`src/rtl/y86_pkg.sv`:
```
// Shared Y86-64 encodings: instruction codes, status codes and the hazard-control FSM states.
package y86_pkg;

   localparam logic [3:0] ICODE_HALT   = 4'h0;
   localparam logic [3:0] ICODE_NOP    = 4'h1;
   localparam logic [3:0] ICODE_RRMOVQ = 4'h2;
   localparam logic [3:0] ICODE_IRMOVQ = 4'h3;
   localparam logic [3:0] ICODE_RMMOVQ = 4'h4;
   localparam logic [3:0] ICODE_MRMOVQ = 4'h5;
   localparam logic [3:0] ICODE_OPQ    = 4'h6;
   localparam logic [3:0] ICODE_JXX    = 4'h7;
   localparam logic [3:0] ICODE_CALL   = 4'h8;
   localparam logic [3:0] ICODE_RET    = 4'h9;
   localparam logic [3:0] ICODE_PUSHQ  = 4'hA;
   localparam logic [3:0] ICODE_POPQ   = 4'hB;

   localparam logic [1:0] STAT_AOK = 2'b00;
   localparam logic [1:0] STAT_HLT = 2'b01;
   localparam logic [1:0] STAT_ADR = 2'b10;
   localparam logic [1:0] STAT_INS = 2'b11;

   localparam logic [3:0] RNONE = 4'hF;

   typedef enum logic [1:0] {
      ST_RUN      = 2'd0,
      ST_RET_WAIT = 2'd1,
      ST_HALT     = 2'd2
   } pipe_state_e;

endpackage

```
`src/rtl/pipe_ret_timer.sv`:
```
// Down-counter that measures the remaining RET_WAIT cycles; busy while cycles remain.
module pipe_ret_timer #(
   parameter int unsigned RET_STALL_CYC = 3
) (
   input  logic clk,
   input  logic reset,
   input  logic start,
   input  logic abort,
   output logic busy
);

   logic [2:0] cnt;

   // Loaded with RET_STALL_CYC-2: the RUN cycle and the final zero-count cycle make up the rest.
   always_ff @(posedge clk) begin
      if (reset || abort)
         cnt <= '0;
      else if (start)
         cnt <= 3'(RET_STALL_CYC - 2);
      else if (cnt != '0)
         cnt <= cnt - 3'd1;
   end

   assign busy = (cnt != '0);

endmodule

```
`src/rtl/pipe_hazard_ctrl.sv`:
```
// Y86-64 PIPE stall/bubble control with RUN / RET_WAIT / HALT sequencing.
// Optional perf counters are enabled by defining PIPE_PERF_CNT_EN.
module pipe_hazard_ctrl
   import y86_pkg::*;
#(
   parameter int unsigned RET_STALL_CYC = 3
`ifdef PIPE_PERF_CNT_EN
   , parameter int unsigned CNT_W = 32
`endif
) (
   input  logic       clk,
   input  logic       reset,
   input  logic [3:0] D_icode,
   input  logic [3:0] d_srcA,
   input  logic [3:0] d_srcB,
   input  logic [3:0] E_icode,
   input  logic [3:0] E_dstM,
   input  logic       e_cnd,
   input  logic [1:0] m_stat,
   input  logic [1:0] W_stat,
   output logic       F_stall,
   output logic       D_stall,
   output logic       D_bubble,
   output logic       E_bubble,
   output logic       M_bubble,
   output logic       W_stall,
   output logic       set_cc,
   output logic       halted
`ifdef PIPE_PERF_CNT_EN
   , output logic [CNT_W-1:0] stall_cnt
   , output logic [CNT_W-1:0] mispred_cnt
   , output logic [CNT_W-1:0] ret_cnt_o
`endif
);

   pipe_state_e state, state_nxt;
   logic load_use, mispred, exc, ret_in_d;
   logic ret_start, ret_abort, ret_busy;

   assign load_use = ((E_icode == ICODE_MRMOVQ) || (E_icode == ICODE_POPQ)) &&
                     (E_dstM != RNONE) && ((E_dstM == d_srcA) || (E_dstM == d_srcB));
   assign mispred  = (E_icode == ICODE_JXX) && !e_cnd;
   assign exc      = (m_stat != STAT_AOK) || (W_stat != STAT_AOK);
   assign ret_in_d = (D_icode == ICODE_RET);

   pipe_ret_timer #(.RET_STALL_CYC(RET_STALL_CYC)) u_ret_timer (
      .clk   (clk),
      .reset (reset),
      .start (ret_start),
      .abort (ret_abort),
      .busy  (ret_busy)
   );

   always_ff @(posedge clk) begin
      if (reset)
         state <= ST_RUN;
      else
         state <= state_nxt;
   end

   always_comb begin
      state_nxt = state;
      ret_start = 1'b0;
      ret_abort = 1'b0;
      case (state)
         ST_RUN: begin
            if (!mispred && !load_use && ret_in_d) begin
               state_nxt = ST_RET_WAIT;
               ret_start = 1'b1;
            end
         end
         ST_RET_WAIT: begin
            if (mispred) begin
               state_nxt = ST_RUN;
               ret_abort = 1'b1;
            end else if (!ret_busy) begin
               state_nxt = ST_RUN;
            end
         end
         ST_HALT: state_nxt = ST_HALT;
         default: state_nxt = ST_RUN;
      endcase
      if (W_stat != STAT_AOK)
         state_nxt = ST_HALT;
   end

   always_comb begin
      F_stall  = 1'b0;
      D_stall  = 1'b0;
      D_bubble = 1'b0;
      E_bubble = 1'b0;
      M_bubble = 1'b0;
      W_stall  = 1'b0;
      set_cc   = 1'b0;
      halted   = 1'b0;
      if (reset) begin
         D_bubble = 1'b1;
         E_bubble = 1'b1;
         M_bubble = 1'b1;
      end else begin
         case (state)
            ST_RUN: begin
               if (mispred) begin
                  D_bubble = 1'b1;
                  E_bubble = 1'b1;
               end else if (load_use) begin
                  F_stall  = 1'b1;
                  D_stall  = 1'b1;
                  E_bubble = 1'b1;
               end else if (ret_in_d) begin
                  F_stall  = 1'b1;
                  D_bubble = 1'b1;
               end
            end
            ST_RET_WAIT: begin
               // An aborting mispredict must fetch the corrected PC, so F is released.
               if (mispred) begin
                  D_bubble = 1'b1;
                  E_bubble = 1'b1;
               end else begin
                  F_stall  = 1'b1;
                  D_bubble = 1'b1;
               end
            end
            ST_HALT: begin
               F_stall  = 1'b1;
               D_stall  = 1'b1;
               W_stall  = 1'b1;
               E_bubble = 1'b1;
               M_bubble = 1'b1;
               halted   = 1'b1;
            end
            default: ;
         endcase
         if (exc)
            M_bubble = 1'b1;
         set_cc = (E_icode == ICODE_OPQ) && !exc && (state != ST_HALT);
      end
   end

`ifdef PIPE_PERF_CNT_EN
   always_ff @(posedge clk) begin
      if (reset) begin
         stall_cnt   <= '0;
         mispred_cnt <= '0;
         ret_cnt_o   <= '0;
      end else if (state != ST_HALT) begin
         if (F_stall && (stall_cnt != '1))
            stall_cnt <= stall_cnt + 1'b1;
         if (mispred && (mispred_cnt != '1))
            mispred_cnt <= mispred_cnt + 1'b1;
         if ((state == ST_RUN) && (state_nxt == ST_RET_WAIT) && (ret_cnt_o != '1))
            ret_cnt_o <= ret_cnt_o + 1'b1;
      end
   end
`endif

   a_d_stall_bubble_excl: assert property (@(posedge clk) disable iff (reset) !(D_stall && D_bubble));

endmodule

```
`config.mk`:
```
export PLATFORM = sky130hd
export DESIGN_NAME = pipe_hazard_ctrl
export DESIGN_NICKNAME = d
export VERILOG_FILES = /design/src/rtl/y86_pkg.sv /design/src/rtl/pipe_ret_timer.sv /design/src/rtl/pipe_hazard_ctrl.sv
export SDC_FILE = /design/constraint.sdc
export NUM_CORES = 1
export LEC_CHECK = 0
export ABC_CLOCK_PERIOD_IN_PS = 2100
export BUFFER_PORTS_ARGS = -buffer_cell sky130_fd_sc_hd__buf_2
export CAP_MARGIN = 20
export CORE_MARGIN = 2
export CORE_UTILIZATION = 41
export CTS_CLUSTER_SIZE = 25
export DETAILED_ROUTE_END_ITERATION = 8
export HOLD_SLACK_MARGIN = 0.12
export PLACE_DENSITY = 0.87
export SLEW_MARGIN = 20
export SYNTH_ARGS = -nofsm -noshare
export SYNTH_HDL_FRONTEND = slang
export SYNTH_SLANG_ARGS = --single-unit
```
`constraint.sdc`:
```
create_clock -name clk -period 2.1 [get_ports clk]
set_clock_uncertainty 0.2 [all_clocks]
set_input_delay 0.105 -clock clk [delete_from_list [all_inputs] [get_ports clk]]
set_output_delay 0.105 -clock clk [all_outputs]
set_load 0.02 [all_outputs]
```
Word-level counts from Yosys, hierarchy flattened

Cells that the tools add are included.

Output and inout bits: 8
Bits in registers: 5
Input port bits: 27
Word-level logic and storage cells: 77

Equality and inequality tests: 15
Muxes and demuxes: 33
$add $sub $neg: 1
Reduce and logical (&&, ||, !) cells: 24

Operators by type and width:

| kind                                                 | count |
|---|---|
| two-way mux 1 bit                                    | 24 |
| equality test 4 x 3 -> 1 bit (second input constant) | 3 |
| equality test 4 bit                                  | 2 |
| equality test 4 bit (second input constant)          | 2 |
| two-way mux 2 bit                                    | 4 |
| != test 4 bit (second input constant)                | 2 |
| logical AND 1 bit                                    | 7 |
| != test 3 bit (second input constant)                | 2 |
| case mux 1 bit (3 select lines)                      | 2 |
| case mux 2 bit (3 select lines)                      | 1 |
| nonzero test 2 bit                                   | 3 |
| zero test 1 bit                                      | 4 |
| logical OR 1 bit                                     | 4 |
| != test 2 bit (second input constant)                | 2 |
| case mux 1 bit (2 select lines)                      | 2 |
| AND reduction 2 bit                                  | 2 |
| OR reduction 2 bit                                   | 2 |
| nonzero test 3 bit                                   | 1 |
| subtractor 3 x 1 -> 3 bit (second input constant)    | 1 |
| equality test 2 x 1 -> 1 bit (second input constant) | 1 |
| equality test 2 bit (second input constant)          | 1 |
| zero test 2 bit                                      | 1 |

Depth between registers and ports, before layout

Gate-level depths: netlist (run 1).

Word-level depth: 10
Depth in mapped cells: 6

By module

A second synthesis (run 1) with hierarchy kept.

Cell total of the unflattened synthesis: 68
Area total of the unflattened synthesis: 574.3 um2

Modules (own cells, without submodules):

| module           | times used | sequential area each (um2) | cells an instance | area each (um2) |
|---|---|---|---|---|
| pipe_hazard_ctrl | 1          | 40.0                       | 51                | 394.1 |
| pipe_ret_timer   | 1          | 60.1                       | 17                | 180.2 |

Least setup slack after synthesis (run 1)

Ideal clock, no wire load.

Kind: register to output
Start: register state[0]
End: output set_cc
Stages on the path, launching flop included: 5
Required time: 1,795 ps
Setup slack: 288 ps
Arrival time: 1,507 ps
Buffers on the path: 1
Path through: dfxtp_1 clkbuf_1 nand2b_1 nand3_1 nor3b_1

Longest elaborated chain between the ends: 3

Ends and longest elaborated chain:

| what                   | RTL line                | RTL |
|---|---|---|
| from (decl)            | pipe_hazard_ctrl.sv:36  | `pipe_state_e state, state_nxt;` |
| from (signal assigned) | pipe_hazard_ctrl.sv:58  | `state <= state_nxt;` |
| != test 2 bit          | pipe_hazard_ctrl.sv:137 | `set_cc = (E_icode == ICODE_OPQ) && !exc && (state != ST_HALT);` |
| logical AND 1 bit      | pipe_hazard_ctrl.sv:137 |  |
| two-way mux 1 bit      | pipe_hazard_ctrl.sv:96  | `if (reset) begin` |
| to (decl)              | pipe_hazard_ctrl.sv:27  | `output logic set_cc,` |

No other way between the ends.

Worst setup path in the final report (run 1)

Start: input reset
End: output set_cc

Longest elaborated chain between the ends: 1

Ends and longest elaborated chain:

| what              | RTL line               | RTL |
|---|---|---|
| from (decl)       | pipe_hazard_ctrl.sv:12 | `input logic reset,` |
| two-way mux 1 bit | pipe_hazard_ctrl.sv:96 |  |

No other way between the ends.

==> reports/results.md, run 1 <==
| Step | Parameter | Reported |
| --- | --- | --- |
| detailed routing | Wire length per cell after detailed routing | 11.1 µm |
| clocking | Clock latency reported for the late side of the worst-skew pair | 0.24 ns |
| yosys | Mapped Avg Cell Area | 7.54 µm² |
| detailed routing | Number of vias after detailed routing | 656 |
| yosys | Number of synthesis warnings | 0 |
| detailed routing | Number of remaining DRC errors | 0 |
| pwr | Leakage | 0.349 nW |
| clocking | CTS Buf Count | 3 |
| timing | Post-Route Setup TNS | 0 ns |
| pwr | Switching share of power | 0.349 |
| placed design | Final HPWL DP | 1110 µm |
| pwr | Internal | 0.323 mW |
| clocking | Root buffer cell | clkbuf_4 |
| grt | Via count of the first global-routing pass | 618 |
| yosys | Parity-gate share of the synthesized area counting xor and xnor cells | 0.143 |
| floorplan | IO Count | 35 |
| timing | Final count of hold timing violations | 0 |
| placed design | Placement Cell Area | 719 µm² |
| setup path | Cell type of the slowest stage on the worst timing path | dlygate4sd3_1 |
| timing | Tmin final | 1.83 ns |
| grt | Pin count of the biggest net entering global routing | 11 |
| setup path | Kind of launch point of the worst setup path | input port |
| timing | Final critical-path share of the clock period | 0.873 |
| run status | Run status | finished, final reports clean |
| yosys | Post-synthesis cell type count | 33 |
| floorplan | Core Rows | 13 |
| timing | Worst setup margin | 0.267 ns |
| floorplan | Initial Utilization | 0.428 |
| timing | Worst-margin pin slew | 0.442 ns |
| grt | Congestion Overflow GR | 0 |
| yosys | Dominant combinational cell family by area after synthesis | simple AND/OR/NAND/NOR gates |
| grt | First-pass GRT wire length | 2410 µm |
| timing | Unrepaired setup endpoints after global routing | false |
| setup path | Worst Path Class, Setup | in2out |
| floorplan | Area of the core | 1280 µm² |
| detailed routing | Violation count after the first detailed-route iteration | 14 |
| floorplan | Die Wd | 40.6 µm |
| clocking | CTS clk-pin slew, worst paths | 0.04 ns |
| setup path | Required @ worst endpoint | 1.79 ns |
| setup path | CP max FO | 10 |
| yosys | Adder-cell share of the synthesized area | 0.0455 |
| floorplan | Die Ht | 40.6 µm |
| placed design | Weighted congestion at the end of routability-driven global placement | 0.791 |
| cells and area | Layout Area Growth over Synthesis | 42.7% |
| clocking | Maximum buffer depth of the clock tree | 2 |
| cells and area | # diodes | 0 |
| pwr | Sequential fraction of design power | 0.278 |
| yosys | Top cell type's share of synthesized area | 0.182 |
| floorplan | Overall die area | 1650 µm² |
| hold path | Hold Path Class | in2reg |
| timing | Pins Over Slew Limit | 0 |
| clocking | TritonCTS clock tree | done |
| timing | Normalized max-slew margin | 0.698 |
| placed design | Port buffer count | 34 |
| pwr | Power per cell area | 631 nW/µm² |
| yosys | Simple-gate share of the synthesized area | 0.352 |
| detailed routing | Antenna-violating nets left | 0 |
| placed design | Setup Slack @ Placement | 0.457 ns |
| setup path | Highest cell delay on the worst timing path | 0.54 ns |
| yosys | Number of nets in the synthesized netlist | 102 |
| grt | Antenna violations before repair | 0 |
| detailed routing | Final routed wirelength across all metal layers | 1400 µm |
| yosys | Post-synthesis sequential area ratio | 0.182 |
| detailed routing | DR vias/cell | 5.21 |
| setup path | Type of destination of the critical path | primary output |
| pwr | Part of the power in the clock network | 0.223 |
| yosys | Synthesized area | 551 µm² |
| timing | Worst-case hold slack | 0.134 ns |
| setup path | Worst Path Arrival | 1.53 ns |
| pwr | Net switching power | 0.173 mW |
| yosys | Portion of netlist area occupied by mux cells | 0.0182 |
| detailed routing | Pre-Repair DR Iteration Count | 4 |
| clocking | Clock net sink count | 5 |
| yosys | Number of standard cells after synthesis | 73 |
| yosys | Share of the synthesized area in compound gates (AO/OA/AOI/OAI) | 0.195 |
| clocking | Deepest level of the CTS H-tree | 1 |
| clocking | Count of buffers added by post-CTS timing repair for setup | 0 |
| cells and area | Layout net count | 141 |
| pwr | Total power consumption of the routed design | 0.496 mW |
| yosys | Leading cell types by total area after synthesis | dfxtp_1 18%, xnor2_1 14%, a21oi_1 5.5%, nor3b_1 5.5%, ha_1 4.5% |
| timing | Maximum operating frequency | 546 MHz |
| timing | Setup violations, final | 0 |
| cells and area | Leading cell type in the layout, fill and taps excluded | buf_2 |
| grt | Global Route Usage Sum | 0.215 |
| cells and area | Post-layout instance area | 786 µm² |
| setup path | Critical Path Most Common Cell | buf_2 |
| yosys | Cell taking the most area after synthesis | dfxtp_1 |
| cells and area | Commonest non-fill, non-tap cells in the layout | 34 x buf_2, 9 x xnor2_1, 6 x a21oi_1, 5 x dfxtp_1 |
| yosys | Count of state elements after synthesis | 5 |
| setup path | Cell chain of the critical path | dlygate4sd3_1, buf_2, nor3_1, nand3_1, nor3b_1, buf_2 |
| job | Maxcap violations | 0 |
| cells and area | Share of post-route cells with drive strength above 1 | 0.342 |
| pwr | Worst vdd ir | 437 µV |
| pwr | Logic pwr share | 0.498 |
[layout make-up]
class                           instances  area [µm²]
Clock buffer                            4        26.3
Fill cell                             109         499
Inverter                                4        15.0
Multi-Input combinational cell         60         415
Sequential cell                         5         100
Tap cell                               15        18.8
Timing Repair Buffer                   38         210
[registers in the layout, indices dropped and copies added (netlist names)]
register         cells
u_ret_timer.cnt      3
state                2
[final timing paths]
check,startpoint,to,slack (ns),cells after the start
worst max-delay path,reset,set_cc,0.27,6
worst min-delay path,E_icode[0],u_ret_timer.cnt[0]$_SDFFE_PP0P_,0.13,4
worst max register to register,state[0]$_SDFFE_PP0P_,state[1]$_SDFFE_PP0P_,0.44,3
worst min register to register,u_ret_timer.cnt[0]$_SDFFE_PP0P_,u_ret_timer.cnt[0]$_SDFFE_PP0P_,0.36,3
[power by group through the flow]
| stage | Clock (mW) | Sequential (mW) | Combinational (mW) |
|---|---|---|---|
| floorplan | 0 | 0.134 | 0.185 |
| global placement | 0 | 0.139 | 0.234 |
| detailed placement | 0 | 0.140 | 0.240 |
| CTS | 0.112 | 0.138 | 0.249 |
| global route | 0.117 | 0.142 | 0.273 |
| finish | 0.111 | 0.138 | 0.247 |
[repair_timing]
| action | in CTS | in global routing |
|---|---|---|
| endpoints found under the hold margin | 5 | 0 |
| resized for setup | 0 | 0 |
| hold buffers | 4 | 0 |
[stage by stage]
step,utilization,cells
final,0.611,126
after global routing,0.611,126
after CTS,0.611,126
after detailed placement,0.560,118
after global placement,0.560,118
after floorplan,-,73
[worst max-delay path, delay by kind of cell]
| kind | cells | cell delay (ns) |
|---|---|---|
| buffers and inverters | 3 | 0.91 |
| AND/OR/NAND/NOR | 3 | 0.51 |
[synthesized netlist by cell type, drive strengths merged]
master / instances
a2111oi: 1
a211oi: 1
a21o: 1
a21oi: 6
a31oi: 1
a32oi: 1
a41oi: 1
and2: 1
and3b: 2
buf: 2
clkbuf: 2
dfxtp: 5
ha: 2
inv: 4
mux2i: 1
nand2: 3
nand2b: 2
nand3: 2
nand3b: 1
nand4: 3
nand4bb: 1
nor2: 3
nor2b: 3
nor3: 3
nor3b: 4
o211ai: 1
o21ai: 3
o31ai: 1
or2: 1
or4: 2
xnor2: 9
[layer usage]
layer  routed length (µm)  vias to the layer above  GRT usage  share of wire
met5                    0                        -          0              0
met1                  560                      289      0.233           0.40
met2                  749                       23      0.421           0.54
li1                     -                      342          -              -
met3                   82                        2     0.0543          0.059
met4                    6                        0     0.0250         0.0043
[kinds of logic (layout without fill, tap and decap cells)]
family	count (synthesis)	count (layout)
and+or+nand+nor	31	31
AOI/OAI and AO/OA	17	17
xor gates and xnor gates	9	9
buffers and inverters	8	46
DFF	5	5
adders and majority gates	2	2
muxes	1	1
Note: power is estimated with default switching activity, not from simulation.
==> run 2: changes to the inputs <==
- ABC_CLOCK_PERIOD_IN_PS: 2100 -> 2300
- CORE_UTILIZATION: 41 -> 42
- PLACE_DENSITY: 0.87 -> 0.88
- clock period: 2.1 -> 2.3 ns (I/O delays scaled with it)
==> run 2 against run 1 <==
Compared with the run above:
- die area shrank 2.2%
- global-route usage shrank 0.097 points
- clock-buffer cell count is the same
- total power shrank 5.8%
- first-iteration DRC count shrank 43%
- highest routed layer unchanged
==> reports/results.md, run 2 (same netlist as run 1, synthesis figures left out) <==
| Step | Parameter | Reported |
| --- | --- | --- |
| run status | Run status | finished, final reports clean |
| timing | Setup violations, final | 0 |
| setup path | Cell type of the slowest stage on the worst timing path | dlygate4sd3_1 |
| hold path | Hold Path Class | in2reg |
| cells and area | Share of post-route cells with drive strength above 1 | 0.339 |
| timing | Tmin final | 2.11 ns |
| grt | Antenna violations before repair | 0 |
| clocking | Maximum buffer depth of the clock tree | 2 |
| clocking | CTS clk-pin slew, worst paths | 0.04 ns |
| setup path | Worst Path Arrival | 2.04 ns |
| floorplan | IO Count | 35 |
| floorplan | Overall die area | 1620 µm² |
| timing | Maximum operating frequency | 474 MHz |
| setup path | Cell chain of the critical path | dlygate4sd3_1, buf_2, nor2_1, dlygate4sd3_1, a21oi_1, dlygate4sd3_1 |
| grt | Congestion Overflow GR | 0 |
| cells and area | Layout net count | 142 |
| placed design | Weighted congestion at the end of routability-driven global placement | 0.845 |
| pwr | Total power consumption of the routed design | 0.467 mW |
| placed design | Final HPWL DP | 1220 µm |
| detailed routing | Final routed wirelength across all metal layers | 1510 µm |
| floorplan | Die Ht | 40.2 µm |
| timing | Final count of hold timing violations | 0 |
| clocking | Cells resized by post-CTS repair | 0 |
| cells and area | Biggest register | u_ret_timer.cnt |
| cells and area | # diodes | 0 |
| job | Maxcap violations | 0 |
| timing | Final critical-path share of the clock period | 0.918 |
| floorplan | Die Wd | 40.2 µm |
| detailed routing | Antenna-violating nets left | 0 |
| cells and area | Commonest non-fill, non-tap cells in the layout | 34 x buf_2, 9 x xnor2_1, 6 x a21oi_1, 5 x dlygate4sd3_1, 5 x dfxtp_1 |
| timing | Normalized max-slew margin | 0.649 |
| placed design | Port buffer count | 34 |
| setup path | Worst Path Class, Setup | in2reg |
| detailed routing | DR vias/cell | 5.40 |
| cells and area | Top flop regs | u_ret_timer.cnt x3, state x2 |
| floorplan | Area of the core | 1270 µm² |
| grt | First-pass GRT wire length | 2310 µm |
| setup path | Kind of launch point of the worst setup path | input port |
| pwr | Power per cell area | 587 nW/µm² |
| setup path | Critical Path Most Common Cell | dlygate4sd3_1 |
| detailed routing | Wire length per cell after detailed routing | 11.9 µm |
| setup path | Required @ worst endpoint | 2.23 ns |
| clocking | Deepest level of the CTS H-tree | 1 |
| floorplan | Core Rows | 13 |
| detailed routing | Number of vias after detailed routing | 686 |
| clocking | Clock net sink count | 5 |
| timing | Worst-margin pin slew | 0.513 ns |
| pwr | Leakage | 0.355 nW |
| timing | Unrepaired setup endpoints after global routing | false |
| pwr | Worst vdd ir | 260 µV |
| clocking | Clock latency reported for the late side of the worst-skew pair | 0.25 ns |
| cells and area | Leading cell type in the layout, fill and taps excluded | buf_2 |
| setup path | Critical path's top delay family | buffers and inverters |
| grt | Via count of the first global-routing pass | 635 |
| clocking | TritonCTS clock tree | done |
| detailed routing | Violation count after the first detailed-route iteration | 8 |
| cells and area | Max reg flops | 3 |
| grt | Global Route Usage Sum | 0.214 |
| cells and area | Layout Area Growth over Synthesis | 44.5% |
| setup path | Buffers & Inverters on Critical Path | 4 |
| detailed routing | Number of remaining DRC errors | 0 |
| grt | Pin count of the biggest net entering global routing | 11 |
| floorplan | Initial Utilization | 0.434 |
| clocking | CTS Buf Count | 3 |
| setup path | CP max FO | 2 |
| timing | Post-Route Setup TNS | 0 ns |
| clocking | Root buffer cell | clkbuf_4 |
| setup path | Type of destination of the critical path | flop |
| timing | Pins Over Slew Limit | 0 |
| detailed routing | Pre-Repair DR Iteration Count | 4 |
| setup path | Highest cell delay on the worst timing path | 0.56 ns |
run 2: cell types whose count changed in the layout (fill, tap and decap cells not counted), sizes merged:
| cell | change |
|---|---|
| dlygate4sd3 | +1 |
run 2: final timing paths:
check	startpoint	to	slack, ns	cells past startpoint
worst max-delay path	W_stat[1]	state[1]$_SDFFE_PP0P_	0.19	6
worst min-delay path	E_icode[0]	u_ret_timer.cnt[0]$_SDFFE_PP0P_	0.15	4
worst max register to register	state[0]$_SDFFE_PP0P_	state[1]$_SDFFE_PP0P_	0.68	3
worst min register to register	u_ret_timer.cnt[0]$_SDFFE_PP0P_	u_ret_timer.cnt[0]$_SDFFE_PP0P_	0.37	3
run 2: routing by layer:
| metal | global-route usage | up-vias | wire, µm | share of wire |
|---|---|---|---|---|
| met4 | 0.0750 | 0 | 21 | 0.014 |
| met1 | 0.201 | 315 | 578 | 0.38 |
| met2 | 0.448 | 21 | 852 | 0.57 |
| li1 | - | 347 | - | - |
| met5 | 0 | - | 0 | 0 |
| met3 | 0.0333 | 3 | 53 | 0.035 |
run 2: timing repair:
item | 4_1_cts | 5_1_grt
buffers inserted | 0 | 0
hold buffers | 5 | 0
hold endpoints to repair | 5 | 0
run 2: final cells by class:
type	instances	area [µm²]
Clock buffer	4	26.3
Fill cell	131	473
Inverter	4	15.0
Multi-Input combinational cell	60	415
Sequential cell	5	100
Tap cell	15	18.8
Timing Repair Buffer	39	220
run 2: worst register-to-register path, delay by kind of cell, from the launching register on:
family | cells | cell delay [ns]
buffers and inverters | 1 | 0.55
DFF | 1 | 0.48
and+or+nand+nor | 1 | 0.19
AOI/OAI and AO/OA | 1 | 0.08
run 2: stage by stage:
| stage | setup slack (ns) | area, µm² | std cells | hold WS, ns | utilization |
|---|---|---|---|---|---|
| 2_1_floorplan | 0.478 | 551 | 73 | 0.0755 | - |
| 3_3_place_gp | 0.721 | 719 | 118 | 0.183 | 0.567 |
| 3_5_place_dp | 0.591 | 719 | 118 | 0.209 | 0.567 |
| 4_1_cts | 0.199 | 796 | 127 | 0.145 | 0.627 |
| 5_1_grt | 0.121 | 796 | 127 | 0.191 | 0.627 |
| 6_report | 0.188 | 796 | 127 | 0.149 | 0.627 |
run 2: report_power, final:
| part | internal, mW | switching (mW) |
|---|---|---|
| sequential | 0.112 | 0.0152 |
| combinational | 0.119 | 0.114 |
| clock | 0.0659 | 0.0411 |
| total | 0.297 | 0.170 |
==> run 3: changes to the inputs <==
- CORE_AREA: default -> 2 2 39 41
- CORE_MARGIN: 2 -> default
- CORE_UTILIZATION: 42 -> default
- DIE_AREA: default -> 0 0 41 43
- PLACE_DENSITY: 0.88 -> 0.87
==> run 3 against run 2 <==
Compared with the run above:
- die area increased by 9.1%
- worst hold slack improved by 0.011 ns
- first-iteration DRC count decreased by 38%
- setup slack got worse by 0.049 ns
- sequential power about the same
- via count decreased by 2.5%
- maximum frequency decreased by 2.3%
- combinational power about the same
- critical path type unchanged
- highest routed layer unchanged
==> reports/results.md, run 3 (same netlist as run 1, synthesis figures left out) <==
| Step | Parameter | Reported |
| --- | --- | --- |
| run status | Run status | finished, final reports clean |
| clocking | Clock latency reported for the late side of the worst-skew pair | 0.24 ns |
| floorplan | IO Count | 35 |
| detailed routing | Final routed wirelength across all metal layers | 1530 µm |
| setup path | Required @ worst endpoint | 2.23 ns |
| floorplan | Die Wd | 41 µm |
| clocking | Clock net sink count | 5 |
| pwr | Worst vdd ir | 251 µV |
| timing | Pins Over Slew Limit | 0 |
| grt | Global Route Usage Sum | 0.214 |
| cells and area | Biggest register | u_ret_timer.cnt |
| timing | Normalized max-slew margin | 0.730 |
| clocking | Cells resized by post-CTS repair | 0 |
| pwr | Leakage | 0.355 nW |
| clocking | Deepest level of the CTS H-tree | 1 |
| cells and area | # diodes | 0 |
| pwr | Sequential fraction of design power | 0.276 |
| setup path | Cell chain of the critical path | dlygate4sd3_1, buf_2, nor2_1, dlygate4sd3_1, a21oi_1, dlygate4sd3_1 |
| grt | Congestion Overflow GR | 0 |
| setup path | Type of destination of the critical path | flop |
| pwr | Logic pwr share | 0.501 |
| pwr | Part of the power in the clock network | 0.223 |
| cells and area | Top flop regs | u_ret_timer.cnt x3, state x2 |
| setup path | Worst Path Arrival | 2.09 ns |
| timing | Final critical-path share of the clock period | 0.940 |
| setup path | CP max FO | 2 |
| placed design | Final HPWL DP | 1190 µm |
| cells and area | Leading cell type in the layout, fill and taps excluded | buf_2 |
| grt | First-pass GRT wire length | 2660 µm |
| timing | Setup violations, final | 0 |
| cells and area | Max reg flops | 3 |
| setup path | Buffers & Inverters on Critical Path | 4 |
| placed design | Port buffer count | 34 |
| setup path | Critical Path Most Common Cell | dlygate4sd3_1 |
| cells and area | Layout Area Growth over Synthesis | 44.8% |
| timing | Maximum operating frequency | 463 MHz |
| floorplan | Area of the core | 1380 µm² |
| setup path | Kind of launch point of the worst setup path | input port |
| timing | Worst-case hold slack | 0.160 ns |
| pwr | Internal | 0.296 mW |
| clocking | CTS clk-pin slew, worst paths | 0.04 ns |
| setup path | Worst Path Class, Setup | in2reg |
| setup path | Critical path's top delay family | buffers and inverters |
| setup path | Cell type of the slowest stage on the worst timing path | dlygate4sd3_1 |
| clocking | Root buffer cell | clkbuf_4 |
| cells and area | Final design utilization | 0.576 |
| hold path | Hold Path Class | in2reg |
| timing | Unrepaired setup endpoints after global routing | false |
| detailed routing | Number of remaining DRC errors | 0 |
| detailed routing | Wire length per cell after detailed routing | 11.9 µm |
| detailed routing | Number of vias after detailed routing | 669 |
| timing | Final count of hold timing violations | 0 |
| pwr | Total power consumption of the routed design | 0.459 mW |
| pwr | Power per cell area | 576 nW/µm² |
| floorplan | Initial Utilization | 0.398 |
| timing | Worst-margin pin slew | 0.395 ns |
| clocking | TritonCTS clock tree | done |
| floorplan | Core Rows | 14 |
| detailed routing | Antenna-violating nets left | 0 |
| clocking | Count of buffers added by post-CTS timing repair for setup | 0 |
| floorplan | Die Ht | 43 µm |
| pwr | Net switching power | 0.163 mW |
| clocking | CTS Buf Count | 3 |
| grt | Via count of the first global-routing pass | 735 |
| grt | Pin count of the biggest net entering global routing | 11 |
| placed design | Weighted congestion at the end of routability-driven global placement | 0.803 |
| pwr | Switching share of power | 0.355 |
| timing | Post-Route Setup TNS | 0 ns |
| cells and area | Layout net count | 142 |
| floorplan | Overall die area | 1760 µm² |
| job | Maxcap violations | 0 |
| detailed routing | Violation count after the first detailed-route iteration | 5 |
| clocking | Maximum buffer depth of the clock tree | 2 |
| detailed routing | DR vias/cell | 5.23 |
| setup path | Highest cell delay on the worst timing path | 0.57 ns |
| detailed routing | Pre-Repair DR Iteration Count | 4 |
| cells and area | Share of post-route cells with drive strength above 1 | 0.339 |
| grt | Antenna violations before repair | 0 |
| timing | Tmin final | 2.16 ns |
| cells and area | Commonest non-fill, non-tap cells in the layout | 34 x buf_2, 9 x xnor2_1, 6 x a21oi_1, 5 x dlygate4sd3_1, 5 x dfxtp_1 |
run 3: cell counts in the layout (fill, tap and decap cells not counted):
Identical to the previous run, type by type.
run 3: through the flow:
| stage | setup slack [ns] | cells | area [µm²] |
|---|---|---|---|
| after floorplan | 0.478 | 73 | 551 |
| after global placement | 0.735 | 119 | 721 |
| after detailed placement | 0.696 | 119 | 721 |
| after CTS | 0.191 | 128 | 797 |
| after global routing | 0.0897 | 128 | 797 |
| final | 0.139 | 128 | 797 |
run 3: cell type report:
class / instances / area, µm²
Sequential cell: 5 / 100
Multi-Input combinational cell: 60 / 415
Tap cell: 16 / 20.0
Inverter: 4 / 15.0
Clock buffer: 4 / 26.3
Fill cell: 135 / 587
Timing Repair Buffer: 39 / 220
run 3: final timing paths:
| path | from | to | slack [ns] | cells past startpoint |
|---|---|---|---|---|
| max | W_stat[1] | state[1]$_SDFFE_PP0P_ | 0.14 | 6 |
| min | E_icode[0] | state[0]$_SDFFE_PP0P_ | 0.16 | 4 |
| max reg2reg | state[0]$_SDFFE_PP0P_ | state[1]$_SDFFE_PP0P_ | 0.67 | 3 |
| min reg2reg | u_ret_timer.cnt[0]$_SDFFE_PP0P_ | u_ret_timer.cnt[0]$_SDFFE_PP0P_ | 0.36 | 3 |
run 3: worst min-delay path, stage by stage:
cell	delay (ns)
buf_2	0.12
o211ai_1	0.13
a21oi_1	0.08
o21ai_1	0.13
run 3: routing by layer:
metal,vias to the layer above,GRT usage,share of wire
met4,0,0.0667,0.0052
met1,296,0.231,0.39
li1,345,-,-
met3,3,0.0471,0.056
met5,-,0,0
met2,25,0.381,0.54
run 3: timing repair:
| action | 4_1_cts | 5_1_grt |
|---|---|---|
| hold endpoints to repair | 4 | 0 |
| hold buffers | 5 | 0 |
| endpoints found under the setup margin | 0 | 0 |
run 3: power by group through the flow:
stage / clock network (mW) / logic, mW / registers, mW
4_1_cts: 0.103 / 0.233 / 0.128
3_5_place_dp: 0 / 0.223 / 0.129
5_1_grt: 0.111 / 0.265 / 0.133
6_report: 0.102 / 0.230 / 0.127
2_1_floorplan: 0 / 0.169 / 0.122
3_3_place_gp: 0 / 0.212 / 0.127
